[config.mk]
export PLATFORM = sky130hd
export DESIGN_NAME = tff_count_sequencer_flat
export DESIGN_NICKNAME = d
export VERILOG_FILES = /design/src/rtl/tff_count_sequencer_pkg.sv /design/src/rtl/tff_count_sequencer_if.sv /design/src/rtl/tff_count_sequencer_tick_prescaler.sv /design/src/rtl/tff_count_sequencer.sv /design/src/flat_wrapper.sv
export SDC_FILE = /design/constraint.sdc
export NUM_CORES = 1
export LEC_CHECK = 0
export ABC_CLOCK_PERIOD_IN_PS = 1860
export BUFFER_PORTS_ARGS = -buffer_cell sky130_fd_sc_hd__buf_2
export CELL_PAD_IN_SITES_DETAIL_PLACEMENT = 0
export CELL_PAD_IN_SITES_GLOBAL_PLACEMENT = 1
export CORE_AREA = 3 3 40 42
export CTS_CLUSTER_DIAMETER = 100
export DETAILED_ROUTE_END_ITERATION = 6
export DIE_AREA = 0 0 43 45
export PLACE_DENSITY_LB_ADDON = 0.1
export SYNTH_ARGS = -nofsm -noshare
export SYNTH_HDL_FRONTEND = slang
export SYNTH_SLANG_ARGS = --single-unit
[constraint.sdc]
create_clock -name clk -period 1.86 [get_ports clk]
set_clock_uncertainty 0.2 [all_clocks]
set_input_delay 0.093 -clock clk [delete_from_list [all_inputs] [get_ports clk]]
set_output_delay 0.093 -clock clk [all_outputs]
set_load 0.01 [all_outputs]
[src/rtl/tff_count_sequencer_pkg.sv]
// Shared definitions for the toggle flip-flop count sequencer:
// state encoding, default parameters and a counter-width helper.
package tff_count_sequencer_pkg;

  typedef enum logic [1:0] {
    ST_IDLE  = 2'd0,
    ST_RUN   = 2'd1,
    ST_PAUSE = 2'd2,
    ST_CLEAR = 2'd3
  } seq_state_t;

  localparam int DEF_WIDTH    = 4;
  localparam int DEF_MODULUS  = 10;
  localparam int DEF_PRESCALE = 4;

  // A prescale of 1 still needs a one-bit counter so the vector is never empty.
  function automatic int cnt_width(input int prescale);
    if (prescale > 1) begin
      return $clog2(prescale);
    end else begin
      return 1;
    end
  endfunction

endpackage

[src/rtl/tff_count_sequencer_if.sv]
// Control/status bundle between the sequencer and its environment
// (run requests, flop bank feedback, toggle enables and status).
interface tff_count_sequencer_if
  import tff_count_sequencer_pkg::*;
#(
  parameter int WIDTH = DEF_WIDTH
) ();

  logic             start;
  logic             stop;
  logic             clr;
  logic [WIDTH-1:0] q;
  logic [WIDTH-1:0] t_en;
  logic             t_rst;
  logic             carry;
  logic             running;

  modport slave (
    input  start, stop, clr, q,
    output t_en, t_rst, carry, running
  );

  modport master (
    output start, stop, clr, q,
    input  t_en, t_rst, carry, running
  );

endinterface

[src/rtl/tff_count_sequencer_tick_prescaler.sv]
// Free-running divider that emits one tick every PRESCALE enabled cycles;
// holds while disabled and can be synchronously zeroed.
module tick_prescaler
  import tff_count_sequencer_pkg::*;
#(
  parameter int PRESCALE = DEF_PRESCALE
) (
  input  logic clk,
  input  logic reset,
  input  logic en,
  input  logic zero,
  output logic tick
);

  localparam int            CW   = cnt_width(PRESCALE);
  localparam logic [CW-1:0] LAST = CW'(PRESCALE - 1);

  logic [CW-1:0] count_r;

  assign tick = en && (count_r == LAST);

  // Prescale counter: zero has priority, then advance/wrap when enabled, else hold.
  always_ff @(posedge clk or posedge reset) begin
    if (reset) begin
      count_r <= '0;
    end else if (zero) begin
      count_r <= '0;
    end else if (en) begin
      if (count_r == LAST) begin
        count_r <= '0;
      end else begin
        count_r <= count_r + CW'(1);
      end
    end else begin
      count_r <= count_r;
    end
  end

endmodule

[src/rtl/tff_count_sequencer.sv]
// Run/pause/clear sequencer that drives an external bank of toggle flip-flops
// as a modulo-MODULUS counter, advancing once per prescaler tick.
module tff_count_sequencer
  import tff_count_sequencer_pkg::*;
#(
  parameter int WIDTH    = DEF_WIDTH,
  parameter int MODULUS  = DEF_MODULUS,
  parameter int PRESCALE = DEF_PRESCALE
) (
  input logic                  clk,
  input logic                  reset,
  tff_count_sequencer_if.slave bus
);

  localparam logic [WIDTH:0] LAST = (WIDTH + 1)'(MODULUS - 1);

  seq_state_t       state_r;
  logic             running_r;
  logic             tick_s;
  logic             wrap_s;
  logic [WIDTH-1:0] inc_en_s;
  logic [WIDTH-1:0] t_en_s;
  logic             t_rst_s;
  logic             carry_s;

  tick_prescaler #(
    .PRESCALE (PRESCALE)
  ) u_prescaler (
    .clk   (clk),
    .reset (reset),
    .en    (state_r == ST_RUN),
    .zero  ((state_r == ST_IDLE) || (state_r == ST_CLEAR)),
    .tick  (tick_s)
  );

  // Sequencer FSM; running is registered alongside the state it reflects.
  always_ff @(posedge clk or posedge reset) begin
    if (reset) begin
      state_r   <= ST_IDLE;
      running_r <= 1'b0;
    end else begin
      case (state_r)
        ST_IDLE: begin
          if (bus.clr) begin
            state_r   <= ST_CLEAR;
            running_r <= 1'b0;
          end else if (bus.start && !bus.stop) begin
            state_r   <= ST_RUN;
            running_r <= 1'b1;
          end else begin
            state_r   <= ST_IDLE;
            running_r <= 1'b0;
          end
        end
        ST_RUN: begin
          if (bus.clr) begin
            state_r   <= ST_CLEAR;
            running_r <= 1'b0;
          end else if (bus.stop) begin
            state_r   <= ST_PAUSE;
            running_r <= 1'b0;
          end else begin
            state_r   <= ST_RUN;
            running_r <= 1'b1;
          end
        end
        ST_PAUSE: begin
          if (bus.clr) begin
            state_r   <= ST_CLEAR;
            running_r <= 1'b0;
          end else if (bus.start && !bus.stop) begin
            state_r   <= ST_RUN;
            running_r <= 1'b1;
          end else begin
            state_r   <= ST_PAUSE;
            running_r <= 1'b0;
          end
        end
        ST_CLEAR: begin
          state_r   <= ST_IDLE;
          running_r <= 1'b0;
        end
        default: begin
          state_r   <= ST_IDLE;
          running_r <= 1'b0;
        end
      endcase
    end
  end

  // Binary increment expressed as toggles: bit i flips when all lower bits are one.
  always_comb begin
    logic chain;
    inc_en_s = '0;
    chain    = 1'b1;
    for (int i = 0; i < WIDTH; i++) begin
      inc_en_s[i] = chain;
      chain       = chain & bus.q[i];
    end
  end

  // Out-of-range values are folded into the wrap case.
  assign wrap_s = ({1'b0, bus.q} >= LAST);

  // Bank control; reset overrides everything so a pending tick is discarded.
  always_comb begin
    t_en_s  = '0;
    t_rst_s = 1'b0;
    carry_s = 1'b0;
    if (reset) begin
      t_rst_s = 1'b1;
    end else if (state_r == ST_CLEAR) begin
      t_rst_s = 1'b1;
    end else if (tick_s) begin
      if (wrap_s) begin
        t_rst_s = 1'b1;
        carry_s = 1'b1;
      end else begin
        t_en_s = inc_en_s;
      end
    end else begin
      t_en_s  = '0;
      t_rst_s = 1'b0;
      carry_s = 1'b0;
    end
  end

  assign bus.t_en    = t_en_s;
  assign bus.t_rst   = t_rst_s;
  assign bus.carry   = carry_s;
  assign bus.running = running_r;

endmodule

[src/flat_wrapper.sv]
// flat-port wrapper written by rule: the top's interface ports become plain ports
module tff_count_sequencer_flat import tff_count_sequencer_pkg::*;
#(
  parameter int WIDTH    = DEF_WIDTH,
  parameter int MODULUS  = DEF_MODULUS,
  parameter int PRESCALE = DEF_PRESCALE
)
  (clk, reset, bus_start, bus_stop, bus_clr, bus_q, bus_t_en, bus_t_rst, bus_carry, bus_running);
  tff_count_sequencer_if #(.WIDTH(WIDTH)) bus_i ();
  input logic clk;
  input logic reset;
  input wire logic [$bits(bus_i.start)-1:0] bus_start;
  input wire logic [$bits(bus_i.stop)-1:0] bus_stop;
  input wire logic [$bits(bus_i.clr)-1:0] bus_clr;
  input wire logic [$bits(bus_i.q)-1:0] bus_q;
  output wire logic [$bits(bus_i.t_en)-1:0] bus_t_en;
  output wire logic [$bits(bus_i.t_rst)-1:0] bus_t_rst;
  output wire logic [$bits(bus_i.carry)-1:0] bus_carry;
  output wire logic [$bits(bus_i.running)-1:0] bus_running;
  assign bus_i.start = bus_start;
  assign bus_i.stop = bus_stop;
  assign bus_i.clr = bus_clr;
  assign bus_i.q = bus_q;
  assign bus_t_en = bus_i.t_en;
  assign bus_t_rst = bus_i.t_rst;
  assign bus_carry = bus_i.carry;
  assign bus_running = bus_i.running;
  tff_count_sequencer #(.WIDTH(WIDTH), .MODULUS(MODULUS), .PRESCALE(PRESCALE)) u_core (.clk(clk), .reset(reset), .bus(bus_i));
endmodule
After elaboration in Yosys (flattened, before gate mapping)

Index checks and enable logic that the tools add are counted.

Reductions and logical operators: 7
Multiplexer cells: 25
Order comparisons: 1
Add/subtract/negate cells: 1
Bitwise operators: 2
Equality and inequality tests: 4

Operators with widths:

| kind                  | number |
|---|---|
| $mux W2               | 8 |
| $mux W4               | 4 |
| $mux W1               | 11 |
| $pmux W2 S4           | 1 |
| $eq A2 B2 Y1 const B  | 3 |
| $ge A4 B4 Y1 const B  | 1 |
| $pmux W1 S3           | 1 |
| $add A2 B1 Y2 const B | 1 |
| $and A1 B1 Y1         | 2 |
| $eq A2 B1 Y1 const B  | 1 |
| $logic_and A1 B1 Y1   | 2 |
| $logic_not A2 Y1      | 1 |
| $reduce_bool A2 Y1    | 1 |
| $reduce_or A2 Y1      | 1 |
| $logic_not A1 Y1      | 1 |
| $logic_or A1 B1 Y1    | 1 |

Word-level logic and storage cells: 43
Output and inout port bits: 7
Input bits: 9
Bits in registers: 5

Logic depth before layout (Yosys ltp)

Gate-level depths: netlist of run 1.

Depth in word-level cells: 6
Mapped depth: 5

Hierarchy

Synthesis of run 1 repeated with hierarchy kept, for this count alone.

Cell total of the unflattened synthesis: 40
Area total of the unflattened synthesis: 377.9 µm²

Modules (own cells, without submodules):

| module              | times used | area each (µm²) | cells an instance |
|---|---|---|---|
| tff_count_sequencer | 1          | 267.8           | 30 |
| tick_prescaler      | 1          | 110.1           | 10 |

Worst setup path before layout of run 1

Ideal clock, no wire load.

Kind: reg2out
Start: register u_core.state_r[1]
End: output port bus_t_en[3]
Path buffers: 0
Data required time: 1.567 ns
Data arrival time: 1.321 ns
Setup slack: 0.246 ns
Stages on the path, launching flop included: 6
Path through: dfrtp_1 -> inv_1 -> ha_1 -> nand4bb_4 -> nor3b_2 -> and3_1

Word-level cells in the longest chain between the ends: 5
Elaborated cells on any way between the ends: 6
Those cells by class: 2 x eq/ne; 3 x mux; 1 x reduce/logical

RTL lines:

| item                   | line                                     | source |
|---|---|---|
| start, declared        | tff_count_sequencer.sv:17                | `seq_state_t state_r;` |
| start signal, assigned | tff_count_sequencer.sv:39                | `state_r <= ST_IDLE;` |
| start signal, assigned | tff_count_sequencer.sv:45                | `state_r <= ST_CLEAR;` |
| start signal, assigned | tff_count_sequencer.sv:48                | `state_r <= ST_RUN;` |
| $eq A2 B1 Y1           | tff_count_sequencer.sv:31                | `.en (state_r == ST_RUN),` |
| $logic_and A1 B1 Y1    | tff_count_sequencer_tick_prescaler.sv:20 | `assign tick = en && (count_r == LAST);` |
| $mux W4                | tff_count_sequencer.sv:114               | `end else if (tick_s) begin` |
| $mux W4 *              | tff_count_sequencer.sv:112               | `end else if (state_r == ST_CLEAR) begin` |
| $mux W4 *              | tff_count_sequencer.sv:110               | `if (reset) begin` |
| end, declared          | flat_wrapper.sv:16                       | `output wire logic [$bits(bus_i.t_en)-1:0] bus_t_en;` |

Every way passes the cells marked *; elsewhere a longest branch is shown, timed or not.

Worst setup path after layout of run 1

Ends and elaborated chain as after synthesis.

==> results of run 1 <==
[cell families after synthesis]
kind of cell | share of synthesized area
adders and majority gates | 0.1650
buffers and inverters | 0.04951
DFF | 0.3300
AOI/OAI and AO/OA | 0.2046
and+or+nand+nor | 0.2509
[tightest hold or removal path: cells and delay by family]
kind | cells | cell delay, ns
buf+inv | 3 | 0.83
[synth_stat cells, drive strengths merged]
cell type  number  share of area
and2            1          0.017
nor4b           1          0.023
a21oi           3          0.040
and3            1          0.017
o22ai           1          0.017
nand2b          1          0.017
nor2            2          0.020
nor3b           1          0.033
nand2           3          0.030
dfrtp           5           0.33
a21o            1          0.020
o21ai           3          0.040
o22a            2          0.050
inv             5          0.050
ha              5           0.17
and2b           1          0.023
nand4bb         1          0.073
a211oi          1          0.020
o31ai           1          0.020
[metal layers]
metal	GRT usage	vias up
met5	0	-
met4	0.09036	0
met3	0.03984	2
met2	0.2246	10
met1	0.08802	174
li1	-	189
[repair_timing]
action | in CTS | in global routing
setup buffers | 2 | 0
endpoints found under the setup margin | 2 | 2
hold endpoints to repair | 8 | 0
resized for setup | 4 | 1
hold buffers | 4 | 0
pin swaps | 4 | 2
[power by group]
part / switching, µW / internal (µW) / total [µW] / leakage (µW)
combinational: 169 / 173 / 342 / 0.000217
clock: 40.5 / 80.8 / 121 / 0.0000150
sequential: 37.0 / 153 / 190 / 0.0000639
[worst paths after layout]
path | start | end | slack [ns] | depth (start not counted)
min in group clk | bus_q[3] | bus_t_en[1] | 0.27 | 3
max in group asynchronous | reset | u_core.state_r[0]$_DFF_PP0_ | 1.17 | 3
max reg2reg | u_core.state_r[0]$_DFF_PP0_ | u_core.bus.running$_DFF_PP0_ | 0.34 | 4
max | u_core.state_r[1]$_DFF_PP0_ | bus_t_en[3] | 0.02 | 5
min reg2reg | u_core.u_prescaler.count_r[1]$_DFFE_PP0P_ | u_core.u_prescaler.count_r[1]$_DFFE_PP0P_ | 0.29 | 2
min | reset | u_core.u_prescaler.count_r[1]$_DFFE_PP0P_ | 0.12 | 3
[state kept, by name, summed over array words and instances, names as in the netlist]
signal	cells
u_core.bus.running	1
u_core.u_prescaler.count_r	2
u_core.state_r	2
[cell type report]
class | count | area, µm²
fillers | 128 | 709.4
multi-input cells | 29 | 256.5
repair buffers | 21 | 130.1
flip-flops and latches | 5 | 125.1
clock buffers | 4 | 26.28
inverters | 5 | 18.77
well taps | 15 | 18.77
[through the flow]
stage / TNS [ns] / setup WS (ns) / cells / hold WS (ns)
after floorplan: 0 / 0.2460 / 39 / -0.3285
after global placement: 0 / 0.2411 / 69 / -0.1799
after detailed placement: 0 / 0.1759 / 69 / -0.1787
after CTS: 0 / 0.004665 / 79 / 0.1278
after global routing: -0.1331 / -0.06930 / 79 / 0.1413
final: 0 / 0.02255 / 79 / 0.1201
==> results.cfg, run 1 <==
[synthesis]
synth-seq-area-share = 0.3300
ys_warn_count = 0
syn-cell-area_um2 = 379.1
synth_cells = 39
syn_nets = 53
ys_ff_latch = 5
synth.avg_cell_area_um2 = 9.721
synth.distinct_cells = 20

[worst_setup_path]
path_max_fanout = 3
worstPathCellList = ha_2 -> nand4bb_4 -> nor3b_4 -> and3_1 -> buf_2
cp-start-kind = flip-flop
cp.arrival_ns = 1.54
critical_path_buf_inv_count = 1
cp_top_family = simple AND/OR/NAND/NOR gates
worstSetupPathType = reg -> out
crit_required_ns = 1.57
endpoint_kind = primary output
crit_path_top_delay_cell = dfrtp_1
slowest_delay_ns = 0.41

[detailed_routing]
drtAntennaViolNets = 0
top_layer_used = met4
met2WireLength_um = 521
wl_per_cell_um = 11.41
wl_met3_um = 47
vias_per_cell = 4.747
first_pass_iters = 1
drt_iter0_markers = 0
postRouteWirelength_um = 901
wl_met1_um = 312
vias = 375
drt_drc_violations_left = 0

[layout]
final_cell_mix = 15 x buf_2, 5 x dfrtp_1, 4 x inv_1, 4 x dlygate4sd3_1
fin_util = 0.4479
areaGrowthSynthToFinish_pct = 51.82
nets = 79
diodes = 0
drive_gt1_frac = 0.4219
final_common_cell = buf_2
final_area_um2 = 575.6

[global_route]
grt_overflow_total = 0
antenna_found_initial = 0
grt_use_total = 0.1138
grt_max_degree = 8
grt_pass1_wl_um = 1524
first_global_vias = 391

[timing]
hold_viol = 0
min_period_ns = 1.837
relSlewSlack = 0.7571
max_clock_freq_mhz = 544.2
drv_slew = 0
fin_crit_sh = 0.9879
worst_slew_pin_slew_ns = 0.3613
rsz0062_at_grt = true
setup_viol = 0

[power_and_ir_drop]
p_total_uw = 654.0
power.density_mw_per_mm2 = 1136
max-vdd-ir-drop_mv = 0.6308
p_leak_uw = 0.0002957

[clock_tree]
cts_tree = done
clkLatencyLatePin_ns = 0.24
cts_sinks = 5
path_clk_slew_ns = 0.04
cts_buffer_depth = 2
clockRootBuffer = clkbuf_4
cts_buffers = 3
htree_levels = 1

[floorplan]
die_w_um = 43
die_area_mm2 = 0.001935
fp-row-count = 13
core_area_mm2 = 0.001285
pin_count = 16
die_height_um = 45
start_util = 0.2950

[placed_design]
dp_hpwl_um = 739.6
placed_cell_area_um2 = 473.0
portBuffers = 15
routabilityCongestion = 0.7848

[outcome]
status = completed

[run]
drv_cap = 0

[hold_path]
hold_class = in -> async
Power figures use the tool's default switching activity.
==> run 2: changes to the inputs <==
--- a/config.mk
+++ b/config.mk
@@ -5,14 +5,15 @@
 export SDC_FILE = /design/constraint.sdc
 export NUM_CORES = 1
 export LEC_CHECK = 0
+export ABC_AREA = 1
 export ABC_CLOCK_PERIOD_IN_PS = 1860
 export BUFFER_PORTS_ARGS = -buffer_cell sky130_fd_sc_hd__buf_2
 export CELL_PAD_IN_SITES_DETAIL_PLACEMENT = 0
 export CELL_PAD_IN_SITES_GLOBAL_PLACEMENT = 1
-export CORE_AREA = 3 3 40 42
+export CORE_MARGIN = 3
+export CORE_UTILIZATION = 30
 export CTS_CLUSTER_DIAMETER = 100
 export DETAILED_ROUTE_END_ITERATION = 6
-export DIE_AREA = 0 0 43 45
 export PLACE_DENSITY_LB_ADDON = 0.1
 export SYNTH_ARGS = -nofsm -noshare
 export SYNTH_HDL_FRONTEND = slang
==> run 2 against run 1 <==
  * Synthesized area increased by 6.9%
  * Clock power barely moved
  * First-iteration DRC count rose by 6
  * Design area is 0.87% lower
  * Combinational power is 14% lower
  * Clock-buffer cell count unchanged
  * Sequential cell count did not move
  * Largest power group unchanged
  * Synthesized cell count increased by 41%
  * Final cell count rose by 16%
==> results.cfg, run 2 <==
[global_route]
first_global_vias = 338
grt_pass1_wl_um = 1297
grt_use_total = 0.09540
grt_overflow_total = 0
grt_max_degree = 7
antenna_found_initial = 0

[worst_setup_path]
endpoint_kind = flip-flop
cp-start-kind = flip-flop
path_max_fanout = 3
r2r-end = u_core.bus.running$_DFF_PP0_
r2r_slack_ns = 0.12
slowest_delay_ns = 0.55
crit_required_ns = 1.78
worstSetupPathType = reg -> reg
crit_path_top_delay_cell = dlygate4sd3_1
worstPathCellList = inv_1 -> ha_1 -> o21ai_1 -> a21oi_1 -> dlygate4sd3_1
cp.arrival_ns = 1.66
r2r_cells = 5
rr_startpoint = u_core.state_r[0]$_DFF_PP0_

[synthesis]
synth-seq-area-share = 0.3086
synth-edff-count = 0
syn-cell-area_um2 = 405.4
async_flop_share = 1.000
synth_common_cells = 14 x inv_1, 10 x nand2_1, 5 x dfrtp_1, 5 x ha_1, 4 x a21oi_1
synth.distinct_cells = 16
synth_top_cell_by_area = dfrtp_1
synth_top_area_share = 0.3086
syn_nets = 69
synth_flop_cell = dfrtp_1
ys_warn_count = 0
ys_ff_latch = 5
synth.avg_cell_area_um2 = 7.371
synth_area_leaders = dfrtp_1 31%, ha_1 15%, inv_1 13%, nand2_1 9.3%, a21oi_1 4.9%
synth_most_common_cell = inv_1
synth_cells = 55

[power_and_ir_drop]
p_clk_frac = 0.206
p_sw_uw = 236.2
swShare = 0.3926
max-vdd-ir-drop_mv = 0.7509
p_seq_frac = 0.305
pwr-share-comb = 0.489
p_total_uw = 601.6
p_leak_uw = 0.0003314
p_int_uw = 365.4
power.density_mw_per_mm2 = 1054

[timing]
min_period_ns = 1.741
whs_ns = 0.03173
drv_slew = 0
timing.setup.tns_ns = 0
setup_viol = 0
fin_crit_sh = 0.9359
rsz0062_at_grt = false
worst_slew_pin_slew_ns = 0.1820
max_clock_freq_mhz = 574.5
hold_viol = 0
relSlewSlack = 0.8776

[detailed_routing]
drt_iter0_markers = 6
wl_per_cell_um = 8.250
first_pass_iters = 4
drtAntennaViolNets = 0
vias_per_cell = 4.250
vias = 391
drt_drc_violations_left = 0
postRouteWirelength_um = 759

[floorplan]
start_util = 0.3418
die_height_um = 42.76
die_w_um = 42.76
pin_count = 16
fp-row-count = 12
core_area_mm2 = 0.001186
die_area_mm2 = 0.001828

[layout]
diodes = 0
nets = 93
areaGrowthSynthToFinish_pct = 40.74
drive_gt1_frac = 0.3462
fin_util = 0.4810
final_cell_mix = 15 x buf_2, 13 x inv_1, 10 x nand2_1
final_common_cell = buf_2

[clock_tree]
htree_levels = 1
cts_tree = done
cts_sinks = 5
cts_buffer_depth = 2
clockRootBuffer = clkbuf_4
cts_setup_buffers = 0
path_clk_slew_ns = 0.04
cts_buffers = 3
clkLatencyLatePin_ns = 0.24

[hold_path]
hold_start = bus_stop
whs_path_depth = 4
hold_class = in -> reg
hold_end = u_core.state_r[0]$_DFF_PP0_

[placed_design]
portBuffers = 15
routabilityCongestion = 0.6630
dp_hpwl_um = 632

[run]
drv_cap = 0

[outcome]
status = completed
-- run 2: changes by cell type in the layout (fill, tap and decap cells not counted), sizes merged, moves of 2 or more --
cell    change
buf         -2
inv         +8
nand2      +10
nand3       +2
nor2        +4
o21ai       -2
o21bai      +2
o22a        -2
-- run 2: cell type report --
cell class / count / area (µm²)
inverter: 14 / 56.30
clock buffer: 4 / 26.28
sequential: 5 / 125.1
timing repair buffer: 19 / 115.1
fill: 121 / 615.6
multi-input combinational: 36 / 230.2
tap: 14 / 17.52
-- run 2: worst max path at each step --
stage | start | to | slack (ns) | cells past startpoint
floorplan | u_core.state_r[1]$_DFF_PP0_ | bus_t_en[3] | 0.53 | 6
CTS | u_core.state_r[0]$_DFF_PP0_ | u_core.bus.running$_DFF_PP0_ | 0.02 | 5
global route | u_core.state_r[0]$_DFF_PP0_ | u_core.bus.running$_DFF_PP0_ | 0.004 | 5
global placement | u_core.state_r[1]$_DFF_PP0_ | bus_t_en[3] | 0.42 | 7
finish | u_core.state_r[0]$_DFF_PP0_ | u_core.bus.running$_DFF_PP0_ | 0.12 | 5
detailed placement | u_core.state_r[1]$_DFF_PP0_ | bus_t_en[1] | 0.40 | 7
-- run 2: routing by layer --
layer / track usage / vias up / share of wire
met1: 0.1173 / 163 / 0.47
met2: 0.1287 / 13 / 0.43
li1: - / 215 / -
met5: 0 / - / 0
met4: 0.01863 / 0 / 0
met3: 0.07627 / 0 / 0.10
-- run 2: worst max-delay path: cells and delay by family, from the launching register on --
kind                     cells  cell delay (ns)
AO/OA/AOI/OAI                2             0.19
flip-flops                   1             0.36
adder cells (fa/ha/maj)      1             0.24
buffers and inverters        2             0.62
-- run 2: stage by stage --
step | worst slack (ns) | cell area [µm²] | instances
global placement | 0.4237 | 498.0 | 84
CTS | 0.02326 | 564.3 | 92
floorplan | 0.5277 | 405.4 | 55
finish | 0.1192 | 570.5 | 92
global route | 0.004231 | 570.5 | 92
detailed placement | 0.3968 | 498.0 | 84
-- run 2: repair_timing --
action	4_1_cts	5_1_grt
setup endpoints to repair	0	3
gates resized for setup	0	3
hold buffers	4	0
endpoints found under the hold margin	8	0
-- run 2: power groups by stage --
stage	clock network, µW	registers (µW)	logic (µW)
floorplan	0	182	218
global placement	0	185	292
detailed placement	0	186	280
CTS	128	184	295
global route	140	190	347
finish	124	183	294
-- run 2: cells by family after synthesis --
kind of cell / Yosys count / synth area share
AO/OA/AOI/OAI: 9 / 0.1327
buffers and inverters: 14 / 0.1296
flip-flops: 5 / 0.3086
adder cells (fa/ha/maj): 5 / 0.1543
AND/OR/NAND/NOR: 22 / 0.2747
==> run 3: changes to the inputs <==
--- a/config.mk
+++ b/config.mk
@@ -6,14 +6,14 @@
 export NUM_CORES = 1
 export LEC_CHECK = 0
 export ABC_AREA = 1
-export ABC_CLOCK_PERIOD_IN_PS = 1860
+export ABC_CLOCK_PERIOD_IN_PS = 2100
 export BUFFER_PORTS_ARGS = -buffer_cell sky130_fd_sc_hd__buf_2
 export CELL_PAD_IN_SITES_DETAIL_PLACEMENT = 0
 export CELL_PAD_IN_SITES_GLOBAL_PLACEMENT = 1
-export CORE_MARGIN = 3
-export CORE_UTILIZATION = 30
+export CORE_AREA = 3 3 40 42
 export CTS_CLUSTER_DIAMETER = 100
 export DETAILED_ROUTE_END_ITERATION = 6
+export DIE_AREA = 0 0 43 45
 export PLACE_DENSITY_LB_ADDON = 0.1
 export SYNTH_ARGS = -nofsm -noshare
 export SYNTH_HDL_FRONTEND = slang
==> constraint.sdc (replaced) <==
create_clock -name clk -period 2.1 [get_ports clk]
set_clock_uncertainty 0.2 [all_clocks]
set_input_delay 0.105 -clock clk [delete_from_list [all_inputs] [get_ports clk]]
set_output_delay 0.105 -clock clk [all_outputs]
set_load 0.01 [all_outputs]
==> run 3 against run 2 <==
  * Clock-buffer cell count is the same
  * Critical endpoint is now bus_t_en[3]
  * Worst hold slack gained 0.090 ns
  * Die area grew 5.8%
  * Sequential power shrank 11%
  * Setup slack gained 0.21 ns
  * Largest power group unchanged
  * Highest routed layer unchanged
  * Critical path depth grew 3
  * Combinational power shrank 10%
  * Design area grew 2.6%
==> results.cfg, run 3 (synthesized netlist as in run 2, its figures left out) <==
[worst_setup_path]
crit_required_ns = 1.79
slowest_delay_ns = 0.53
path_max_fanout = 6
worstPathCellList = dlygate4sd3_1 -> buf_2 -> inv_1 -> nand2_2 -> nor2_4 -> nand3_2 -> nor2_2 -> buf_2
crit_path_top_delay_cell = dlygate4sd3_1
worstSetupPathType = in -> out
cp_common_cell = buf_2
cp.arrival_ns = 1.46
endpoint_kind = primary output
cp-start-kind = input pin

[timing]
fin_crit_sh = 0.8427
worst_slew_pin_slew_ns = 0.2506
max_clock_freq_mhz = 565.1
drv_slew = 0
setup_viol = 0
relSlewSlack = 0.8327
timing.setup.tns_ns = 0
rsz0062_at_grt = false
min_period_ns = 1.770
hold_viol = 0

[clock_tree]
cts_buffer_depth = 2
clockRootBuffer = clkbuf_4
cts_setup_buffers = 0
cts_buffers = 3
cts_sinks = 5
cts_resized = 0
htree_levels = 1
clkLatencyLatePin_ns = 0.24
cts_tree = done
path_clk_slew_ns = 0.05
hold_buffers = 6

[power_and_ir_drop]
p_seq_frac = 0.301
p_leak_uw = 0.0003435
pwr-share-comb = 0.488
p_int_uw = 321.6
max-vdd-ir-drop_mv = 0.4110
power.density_mw_per_mm2 = 922.5
swShare = 0.4047
p_clk_frac = 0.211
p_total_uw = 540.2
p_sw_uw = 218.6

[global_route]
antenna_found_initial = 0
grt_pass1_wl_um = 1373
grt_overflow_total = 0
grt_use_total = 0.1035
grt_max_degree = 7
first_global_vias = 365

[placed_design]
portBuffers = 15
routabilityCongestion = 0.7107
dp_hpwl_um = 668.6

[detailed_routing]
vias = 404
first_pass_iters = 4
drt_drc_violations_left = 0
top_layer_used = met3
met2WireLength_um = 417
vias_per_cell = 4.253
wl_met1_um = 357
wl_per_cell_um = 8.621
postRouteWirelength_um = 819
drt_iter0_markers = 12
drtAntennaViolNets = 0
wl_met3_um = 44

[hold_path]
hold_class = in -> async

[floorplan]
fp-row-count = 13
core_area_mm2 = 0.001285
start_util = 0.3155
pin_count = 16
die_height_um = 45
die_w_um = 43
die_area_mm2 = 0.001935

[layout]
nets = 95
fillCellCount = 143
areaGrowthSynthToFinish_pct = 44.44
diodes = 0
drive_gt1_frac = 0.3125
final_cell_mix = 15 x buf_2, 14 x inv_1, 10 x nand2_1
final_common_cell = buf_2

[run]
drv_cap = 0

[outcome]
status = completed
run 3: worst max-delay path: cells and delay by family:
family	cells	cell delay, ns
buf+inv	4	0.97
simple gates	4	0.39
run 3: per-stage QoR:
step	area, µm²	setup WS (ns)	hold slack (ns)	instances	utilization
3_5_place_dp	499.2	0.6050	-0.1627	85	0.3885
3_3_place_gp	499.2	0.6473	-0.1613	85	0.3885
2_1_floorplan	405.4	0.7557	-0.3007	55	-
4_1_cts	585.6	0.3028	0.1237	95	0.4557
6_report	585.6	0.3304	0.1218	95	0.4557
5_1_grt	585.6	0.2014	0.1462	95	0.4557
run 3: routing by layer:
metal	track usage	vias to the layer above
met5	0	-
met4	0.1084	0
met3	0.03586	0
met2	0.1587	10
met1	0.1068	175
li1	-	219
run 3: cell type report:
| cell class | instances | area, µm² | area share |
|---|---|---|---|
| clock buffers | 4 | 26.28 | 0.04487 |
| repair buffers | 21 | 135.1 | 0.2308 |
| inverters | 14 | 52.55 | 0.08974 |
| well taps | 15 | 18.77 | 0.03205 |
| flip-flops and latches | 5 | 125.1 | 0.2137 |
| multi-input cells | 36 | 227.7 | 0.3889 |
run 3: worst paths after layout:
kind / start / end / slack, ns / depth (start not counted)
max: reset / bus_t_en[3] / 0.33 / 8
min: reset / u_core.u_prescaler.count_r[0]$_DFFE_PP0P_ / 0.12 / 3
max reg2reg: u_core.state_r[0]$_DFF_PP0_ / u_core.state_r[1]$_DFF_PP0_ / 0.76 / 6
min reg2reg: u_core.u_prescaler.count_r[0]$_DFFE_PP0P_ / u_core.u_prescaler.count_r[0]$_DFFE_PP0P_ / 0.29 / 1
max in group asynchronous: reset / u_core.bus.running$_DFF_PP0_ / 1.38 / 3
min in group clk: u_core.u_prescaler.count_r[0]$_DFFE_PP0P_ / u_core.u_prescaler.count_r[0]$_DFFE_PP0P_ / 0.29 / 1
run 3: power groups by stage:
stage	Sequential, µW	Combinational [µW]	Clock, µW
2_1_floorplan	161	193	0
3_3_place_gp	164	257	0
3_5_place_dp	165	254	0
4_1_cts	163	266	119
5_1_grt	166	307	124
6_report	162	264	114
